[src/rtl/da_sample_feeder_if.sv]
// Purpose : producer-side sample stream for da_sample_feeder (valid/ready/data).
// Latency : n/a (signal bundle only).
// Backpressure: s_ready low stalls the producer; a beat transfers on s_valid & s_ready.
//
// Ports (via modports):
//   master - producer: drives s_valid, s_data; observes s_ready
//   slave  - feeder:   observes s_valid, s_data; drives s_ready
interface da_sample_feeder_if #(
   parameter int WORD_WIDTH = 16
) ();

   logic                  s_valid;
   logic [WORD_WIDTH-1:0] s_data;
   logic                  s_ready;

   modport master (
      output s_valid,
      output s_data,
      input  s_ready
   );

   modport slave (
      input  s_valid,
      input  s_data,
      output s_ready
   );

endinterface : da_sample_feeder_if

[src/rtl/da_sample_feeder.sv]
// Purpose : buffers producer samples and presents each one on x for exactly one
//           filter frame of FRAME_LEN cycles with en high (bit-serial DA FIR front end).
// Latency : push into an empty, idle/stalled feeder -> x/en/frame_start 2 cycles later;
//           while running, the next sample follows the last frame cycle with no gap.
// Backpressure: s_ready = (registered level < FIFO_DEPTH); no pass-through when full.
//
// Ports:
//   clk          rising-edge clock
//   rst          asynchronous active-low reset
//   flush        synchronous clear of FIFO and frame state (wins over push/pop)
//   s            sample stream (slave modport: s_valid, s_data in; s_ready out)
//   x            sample held for the filter for one whole frame
//   en           filter enable, high for FRAME_LEN cycles per sample
//   frame_start  pulse in the first cycle of each frame
//   level        samples buffered, not counting the one on x
//   underrun     pulse in the last cycle of a frame when no sample is waiting
module da_sample_feeder #(
   parameter int WORD_WIDTH = 16,
   parameter int FRAME_LEN  = 17,
   parameter int FIFO_DEPTH = 4
) (
   input  logic                          clk,
   input  logic                          rst,
   input  logic                          flush,
   da_sample_feeder_if.slave             s,
   output logic [WORD_WIDTH-1:0]         x,
   output logic                          en,
   output logic                          frame_start,
   output logic [$clog2(FIFO_DEPTH):0]   level,
   output logic                          underrun
);

   localparam int AW = $clog2(FIFO_DEPTH);
   localparam int LW = AW + 1;
   localparam int CW = $clog2(FRAME_LEN);

   localparam logic [CW-1:0] CNT_LAST = CW'(FRAME_LEN - 1);
   localparam logic [CW-1:0] CNT_PRE  = CW'(FRAME_LEN - 2);
   localparam logic [LW-1:0] LVL_FULL = LW'(FIFO_DEPTH);

   typedef enum logic [1:0] {
      IDLE  = 2'd0,
      RUN   = 2'd1,
      STALL = 2'd2
   } state_t;

   state_t                state;
   logic [CW-1:0]         cnt;

   logic [WORD_WIDTH-1:0] mem [FIFO_DEPTH];
   logic [AW-1:0]         wr_ptr;
   logic [AW-1:0]         rd_ptr;
   logic [LW-1:0]         level_nxt;
   logic [WORD_WIDTH-1:0] head;

   logic                  s_ready_int;
   logic                  push;
   logic                  load;
   logic                  frame_end;

   // Ready depends on the registered occupancy only, so a full FIFO refuses a
   // sample even in a cycle where the FSM is popping.
   assign s_ready_int = (level < LVL_FULL);
   assign s.s_ready   = s_ready_int;

   assign head = mem[rd_ptr];

   always_comb begin
      frame_end = (state == RUN) && (cnt == CNT_LAST);
      push      = s.s_valid && s_ready_int && !flush;
      // A pop is the same event as loading a new frame onto x.
      load      = !flush && (level != '0) &&
                  ((state == IDLE) || (state == STALL) || frame_end);

      level_nxt = level;
      if (flush) begin
         level_nxt = '0;
      end else begin
         unique case ({push, load})
            2'b10:   level_nxt = level + LW'(1);
            2'b01:   level_nxt = level - LW'(1);
            default: level_nxt = level;
         endcase
      end
   end

   // Sample storage carries no reset: an entry is only read after it is written,
   // and occupancy/pointers decide what is valid.
   always_ff @(posedge clk) begin
      if (push) begin
         mem[wr_ptr] <= s.s_data;
      end
   end

   // Circular buffer bookkeeping; pointers wrap naturally at the power-of-two depth.
   always_ff @(posedge clk or negedge rst) begin
      if (!rst) begin
         wr_ptr <= '0;
         rd_ptr <= '0;
         level  <= '0;
      end else begin
         level <= level_nxt;
         if (flush) begin
            wr_ptr <= '0;
            rd_ptr <= '0;
         end else begin
            if (push) wr_ptr <= wr_ptr + AW'(1);
            if (load) rd_ptr <= rd_ptr + AW'(1);
         end
      end
   end

   // Frame sequencer with registered outputs.
   always_ff @(posedge clk or negedge rst) begin
      if (!rst) begin
         state       <= IDLE;
         cnt         <= '0;
         x           <= '0;
         en          <= 1'b0;
         frame_start <= 1'b0;
         underrun    <= 1'b0;
      end else begin
         frame_start <= 1'b0;
         underrun    <= 1'b0;
         if (flush) begin
            state <= IDLE;
            cnt   <= '0;
            x     <= '0;
            en    <= 1'b0;
         end else begin
            // underrun must be visible during the last frame cycle itself, so it
            // is decided one cycle early. No pop can happen mid-frame, so the
            // occupancy seen in the last cycle is exactly level_nxt here.
            if ((state == RUN) && (cnt == CNT_PRE) && (level_nxt == '0)) begin
               underrun <= 1'b1;
            end

            unique case (state)
               IDLE, STALL: begin
                  if (load) begin
                     x           <= head;
                     en          <= 1'b1;
                     frame_start <= 1'b1;
                     cnt         <= '0;
                     state       <= RUN;
                  end
               end

               RUN: begin
                  if (cnt == CNT_LAST) begin
                     cnt <= '0;
                     if (load) begin
                        // Back-to-back frame: en stays high, x steps.
                        x           <= head;
                        frame_start <= 1'b1;
                     end else begin
                        // Hold the last sample on x while waiting for data.
                        en    <= 1'b0;
                        state <= STALL;
                     end
                  end else begin
                     cnt <= cnt + CW'(1);
                  end
               end

               default: begin
                  state <= IDLE;
                  cnt   <= '0;
                  x     <= '0;
                  en    <= 1'b0;
               end
            endcase
         end
      end
   end

endmodule : da_sample_feeder

[src/flat_wrapper.sv]
// flat-port wrapper written by rule: the top's interface ports become plain ports
module da_sample_feeder_flat 
#(
   parameter int WORD_WIDTH = 16,
   parameter int FRAME_LEN  = 17,
   parameter int FIFO_DEPTH = 4
)
  (clk, rst, flush, x, en, frame_start, level, underrun, s_s_valid, s_s_data, s_s_ready);
  da_sample_feeder_if #(.WORD_WIDTH(WORD_WIDTH)) s_i ();
  input  logic clk;
  input  logic rst;
  input  logic flush;
  output logic [WORD_WIDTH-1:0] x;
  output logic en;
  output logic frame_start;
  output logic [$clog2(FIFO_DEPTH):0] level;
  output logic underrun;
  input wire logic [$bits(s_i.s_valid)-1:0] s_s_valid;
  input wire logic [$bits(s_i.s_data)-1:0] s_s_data;
  output wire logic [$bits(s_i.s_ready)-1:0] s_s_ready;
  assign s_i.s_valid = s_s_valid;
  assign s_i.s_data = s_s_data;
  assign s_s_ready = s_i.s_ready;
  da_sample_feeder #(.WORD_WIDTH(WORD_WIDTH), .FRAME_LEN(FRAME_LEN), .FIFO_DEPTH(FIFO_DEPTH)) u_core (.clk(clk), .rst(rst), .flush(flush), .s(s_i), .x(x), .en(en), .frame_start(frame_start), .level(level), .underrun(underrun));
endmodule
[config.mk]
export PLATFORM = sky130hd
export DESIGN_NAME = da_sample_feeder_flat
export DESIGN_NICKNAME = d
export VERILOG_FILES = /design/src/rtl/da_sample_feeder_if.sv /design/src/rtl/da_sample_feeder.sv /design/src/flat_wrapper.sv
export SDC_FILE = /design/constraint.sdc
export NUM_CORES = 1
export LEC_CHECK = 0
export CORE_MARGIN = 2
export CORE_UTILIZATION = 55
export CTS_BUF_LIST = sky130_fd_sc_hd__clkbuf_8
export CTS_CLUSTER_SIZE = 8
export DETAILED_ROUTE_END_ITERATION = 8
export PLACE_DENSITY = 0.89
export SYNTH_ARGS = -nofsm -noshare
export SYNTH_HDL_FRONTEND = slang
export SYNTH_SLANG_ARGS = --single-unit
[constraint.sdc]
create_clock -name clk -period 4.76 [get_ports clk]
set_clock_uncertainty 0.1 [all_clocks]
set_input_delay 1.428 -clock clk [delete_from_list [all_inputs] [get_ports clk]]
set_output_delay 1.428 -clock clk [all_outputs]
set_load 0.01 [all_outputs]
==> Yosys cells after proc, flatten, opt, wreduce, memory -nomap -nowiden <==
Memory sizes are Yosys's and may differ from the RTL's.
Cells that the tools add are included.
{ "word_totals": {"out_inout_bits": 23, "ramBits": 64, "n_memories": 1, "elab_cells": 74, "input_bits": 20, "regBits": 33} }
{ "classes": {"n_lt_le_gt_ge": 1, "n_reduce_logical": 17, "addsub": 5, "mux": 32, "eq_ne": 9} }
{ "mem_list": {"columns": ["name", "words", "word_bits", "rd", "rd_ports_with_merged_regs", "write_ports", "line_no", "rtl"], "rows": [
  ["u_core.mem", 4, 16, 1, 0, 1, "da_sample_feeder.sv:50", "logic [WORD_WIDTH-1:0] mem [FIFO_DEPTH];"]
]} }
{ "ops": {"columns": ["cell", "n"], "rows": [
  ["$mux W16", 3],
  ["$pmux W16 S2", 1],
  ["$mux W2", 8],
  ["$mux W5", 3],
  ["$mux W1", 11],
  ["$pmux W5 S2", 1],
  ["$logic_and A1 B1 Y1", 7],
  ["$ne A3 B3 Y1 const B", 2],
  ["$pmux W3 S2", 1],
  ["$add A5 B1 Y5 const B", 1],
  ["$eq A5 B4 Y1 const B", 1],
  ["$eq A5 B5 Y1 const B", 1],
  ["$add A2 B1 Y2 const B", 2],
  ["$eq A2 B1 Y1 const B", 2],
  ["$eq A2 B2 Y1 const B", 2],
  ["$pmux W1 S2", 2],
  ["$pmux W2 S2", 1],
  ["$reduce_bool A2 Y1", 2],
  ["$add A3 B1 Y3 const B", 1],
  ["$logic_not A3 Y1", 1],
  ["$lt A3 B3 Y1 const B", 1],
  ["$mux W3", 1],
  ["$ne A3 B2 Y1 const B", 1],
  ["$reduce_and A3 Y1", 1],
  ["other kinds (6)", 7]
]} }

==> Depth between registers and ports, before layout <==
{ "logic_depth": {"depth_word": 11, "mapped_depth": 14, "depth_no_buf": 11} }

==> Least setup slack after synthesis <==
OpenSTA, ideal clock, no wires.
{ "synth_path": {"kind": "input to register", "from": "input flush", "to": "register u_core.underrun", "cell_stages": 9, "arrival_ns": 3.092, "t_required_ns": 4.534, "setup_time_ns": 0.126, "setup_slack_ns": 1.441, "cell_sequence": "clkbuf_1 -> nor2_1 -> inv_1 -> ha_1 -> fa_1 -> xnor2_1 -> or3_1 -> a21oi_1 -> nor4_1"} }
{ "synth_via": {"elab_chain_len": 10} }
{ "synth_rtl": {"columns": ["item", "line_no", "rtl"], "rows": [
  ["start: declaration", "flat_wrapper.sv:12", "input logic flush;"],
  ["$logic_not A1 Y1", "da_sample_feeder.sv:70, da_sample_feeder.sv:72", null],
  ["$logic_and A1 B1 Y1 (2 in series)", "da_sample_feeder.sv:72", "load = !flush && (level != '0) &&"],
  ["$eq A2 B1 Y1 or $eq A2 B2 Y1 (tied branches)", "da_sample_feeder.sv:79", "unique case ({push, load})"],
  ["$pmux W3 S2", "da_sample_feeder.sv:79", null],
  ["$mux W3 (*)", "da_sample_feeder.sv:76", "if (flush) begin"],
  ["net u_core.level_nxt[2]", "da_sample_feeder.sv:53", "logic [LW-1:0] level_nxt;"],
  ["$logic_not A3 Y1 (*)", "da_sample_feeder.sv:134", "if ((state == RUN) && (cnt == CNT_PRE) && (level_nxt == '0)) begin"],
  ["$logic_and A1 B1 Y1 (*)", "da_sample_feeder.sv:134", null],
  ["$mux W1 (*)", "da_sample_feeder.sv:134", null],
  ["$mux W1 (*)", "da_sample_feeder.sv:125", "if (flush) begin"],
  ["end signal: assignment", "da_sample_feeder.sv:121", "underrun <= 1'b0;"],
  ["end signal: assignment", "da_sample_feeder.sv:124", "underrun <= 1'b0;"],
  ["end signal: assignment", "da_sample_feeder.sv:135", "underrun <= 1'b1;"],
  ["end: declaration", "da_sample_feeder.sv:30", "output logic underrun"]
]} }
Mark *: on every way through the listed nets, which the timed path passes. The rest lies on a longest branch.
A chain may end at the register's enable or synchronous reset.

==> Worst setup path after layout <==
Same ends and word-level chain as after synthesis.

==> reports/results.ini <==
[finish]
final_layout_fill_cell_count = 461
nNetsFinal = 304
multi_input_area_mm2 = 0.00106
final_layout_size_suffix_gt1_share_pct = 14.3
sequential_standard_cell_area_mm2 = 0.00272
antenna_cells = 0
area_growth_syn_to_layout_pct = 17.7

[drt]
ant_nets = 0
vias = 2041
pre_antenna_drt_iters = 4
drcViolationCount = 0
route.detailed.wl_per_inst_um = 17.5
routed_wire_length_um = 6590
drt-vias-per-instance = 5.43
detail_route.iter0.violations = 188

[synthesis]
post_synthesis_async_set_or_reset_flop_share_pct = 33.3
syn_avg_cell_area_um2 = 17.0
synth_ff_type = sky130_fd_sc_hd__edfxtp_1
synth-seq-cells = 96
synth_top_cell_by_area = sky130_fd_sc_hd__edfxtp_1
syn-cell-area_mm2 = 0.00389
post-synth-top-area-fraction_pct = 49.4
postSynthCellCount = 229
yosysSeqAreaShare_pct = 70.0
post_synth_edffs = 64
synth.distinct_cells = 35
synthesis.nets = 258
synth_warnings = 0
commonest_cells_post_synth = sky130_fd_sc_hd__edfxtp_1 (64), sky130_fd_sc_hd__dfrtp_1 (32), sky130_fd_sc_hd__nor2_1 (25)
synthTopCellsByArea = sky130_fd_sc_hd__edfxtp_1 (49%), sky130_fd_sc_hd__dfrtp_1 (21%), sky130_fd_sc_hd__mux4_2 (9.3%)
yosys.cell_count.top_type = sky130_fd_sc_hd__edfxtp_1

[setup_path]
worstPathArrival_ns = 3.74
path_buf_inv = 1
element_type_at_the_critical_path_end = register
critPathSlowestCell = sky130_fd_sc_hd__clkdlybuf4s50_1
critical-path-top-delay-family = simple AND/OR/NAND/NOR gates
critical_path.startpoint_type = primary input
cp_data_required_time_ns = 4.91
timing.critical_path.fanout_max = 19
cp_cell_sequence = clkdlybuf4s50_1 -> or2_2 -> nor2b_1 -> ha_1 -> fa_1 -> xnor2_1 -> or3_1 -> a21oi_1 -> nor4_1
critical_path.max_stage_delay_ns = 0.47
setup.worst_path.class = primary input to register

[global_route]
pin_count_of_the_biggest_net_entering_global_routing = 33
global_route_total_overflow = 0
antenna_violations_before_repair = 0
gr-usage-all-layers_pct = 18.8
number_of_global_route_vias_before_repair = 2040
wire_length_of_the_first_global_routing_pass_um = 10300

[timing]
final_period_minus_worst_setup_slack_ns = 3.60
rsz0062_at_grt = false
worst_slew_margin_rel_pct = 25.7
worst-slew-pin-transition_ns = 1.11
hold_slack_ns = 0.426
finalSetupTns_ns = 0
fin_crit_share_pct = 75.5
finalHoldViolations = 0
setup_violations = 0
final_number_of_max_transition_violations = 0
max_freq_mhz = 278

[power_and_ir_drop]
p_seq_share_pct = 48.4
comb_power_share_pct = 29.4
power_leakage_uw = 0.00168
cell_internal_pwr_uw = 1590
clock_network_power_share_pct = 22.2
p_sw_uw = 735
switching_share_of_total_power_pct = 31.5
power_density_normalized_to_cell_area_mw_per_mm2 = 509
total_power_uw = 2330
ir_worst_vdd_mv = 0.318

[clock_tree]
cts_hold_repair.buffers = 0
post_cts.repair.setup_buffers = 0
cts-htree-levels = 3
cts_buffers = 9
cts_repair_resize_count = 0
cts_tree = done
clock_tree_root_driver_cell = sky130_fd_sc_hd__clkbuf_8
tritoncts_num_sinks = 96
clockBufferDepth = 2
worst_setup_hold_path_clk_slew_ns = 0.10
clock_insertion_delay_worst_skew_ns = 0.37

[floorplanning]
effective_utilization_at_floorplan_pct = 56.9
die_area_mm2 = 0.00776
die_h_um = 88.1
num_rows = 30
core_region_area_mm2 = 0.00683
boundaryPins = 43
die_w_um = 88.1

[run]
cap_viol_max_count = 0

[place]
hpwlAfterDp_um = 4220
io_buffers = 42
gp_congestion = 0.662

[min_path]
hold_path.class = register to register

[outcome]
outcome = finished, final reports clean

-- logic make-up (layout without fill, tap and decap cells) --
family | Yosys count | count (layout) | share of synthesized area, %
flip-flops | 96 | 96 | 70.0
multiplexers | 35 | 35 | 14.3
AO/OA/AOI/OAI | 14 | 14 | 2.12
AND/OR/NAND/NOR | 53 | 53 | 6.95
adder cells (fa/ha/maj) | 9 | 9 | 3.09
XOR/XNOR | 4 | 4 | 0.901
buffers and inverters | 18 | 69 | 2.67
-- per-stage QoR --
stage	instance area, µm²	setup slack, ns	cells	util (%)
4_1_cts	4580	1.18	376	67.0
6_report	4580	1.16	376	67.0
3_5_place_dp	4380	0.803	360	64.1
2_1_floorplan	3890	1.44	229	-
3_3_place_gp	4380	0.853	360	64.1
5_1_grt	4580	0.948	376	67.0
-- area by class of cell --
| class | instances | share of cell area (%) |
|---|---|---|
| multi-input cells | 115 | 23.2 |
| repair buffers | 45 | 9.68 |
| clock buffers | 9 | 2.71 |
| clock inverters | 7 | 1.61 |
| flip-flops and latches | 96 | 59.5 |
| well taps | 96 | 2.62 |
| inverters | 8 | 0.656 |
-- routing by layer --
metal	up-vias	share of wire (%)	GRT usage, %
met5	-	0	0
met3	12	4.9	5.18
met2	52	53	31.8
met4	0	1.7	7.02
li1	945	-	-
met1	1032	40	23.3
-- worst min-delay path, delay by kind of cell (launching register included) --
| kind | cells | cell delay [ns] |
|---|---|---|
| AO/OA/AOI/OAI | 1 | 0.06 |
| flip-flops | 1 | 0.38 |
| AND/OR/NAND/NOR | 1 | 0.05 |
-- power by group through the flow --
stage	logic, µW	registers (µW)	clock network (µW)
6_report	686	1130	517
5_1_grt	745	1150	564
4_1_cts	691	1130	529
3_5_place_dp	690	1150	0
3_3_place_gp	661	1140	0
2_1_floorplan	505	1110	0
-- registers in the layout, indices dropped and copies added, names as in the netlist --
signal and cells:
u_core.state 2, u_core.wr_ptr 2, u_core.mem 64, u_core.underrun 1, u_core.rd_ptr 2, u_core.level 3
u_core.cnt 5, u_core.x 16, u_core.frame_start 1
-- path summary, 6_finish.rpt --
path	startpoint	cells after the start	endpoint	slack (ns)
worst max register to register	u_core.cnt[0]$_DFFE_PN0P_	12	u_core.underrun$_DFF_PN0_	1.66
worst min-delay path	u_core.cnt[4]$_DFFE_PN0P_	2	u_core.cnt[4]$_DFFE_PN0P_	0.43
min in group asynchronous	rst	2	u_core.state[1]$_DFFE_PN0P_	1.36
worst min register to register	u_core.cnt[4]$_DFFE_PN0P_	2	u_core.cnt[4]$_DFFE_PN0P_	0.43
max in group asynchronous	rst	2	u_core.wr_ptr[1]$_DFFE_PN0P_	2.88
worst max-delay path	flush	9	u_core.underrun$_DFF_PN0_	1.16
-- cells in the final DEF, fill, tap and decap left out, drive strengths merged, types with 7 or more instances in the layout --
cell type / synthesis / layout
dfrtp: 32 / 32
edfxtp: 64 / 64
clkbuf: 2 / 9
inv: 8 / 12
mux2i: 18 / 18
mux4: 16 / 16
o21ai: 7 / 7
nor2: 25 / 25
ha: 8 / 8
clkdlybuf4s50: 0 / 42
(Power assumes the default switching activity.)
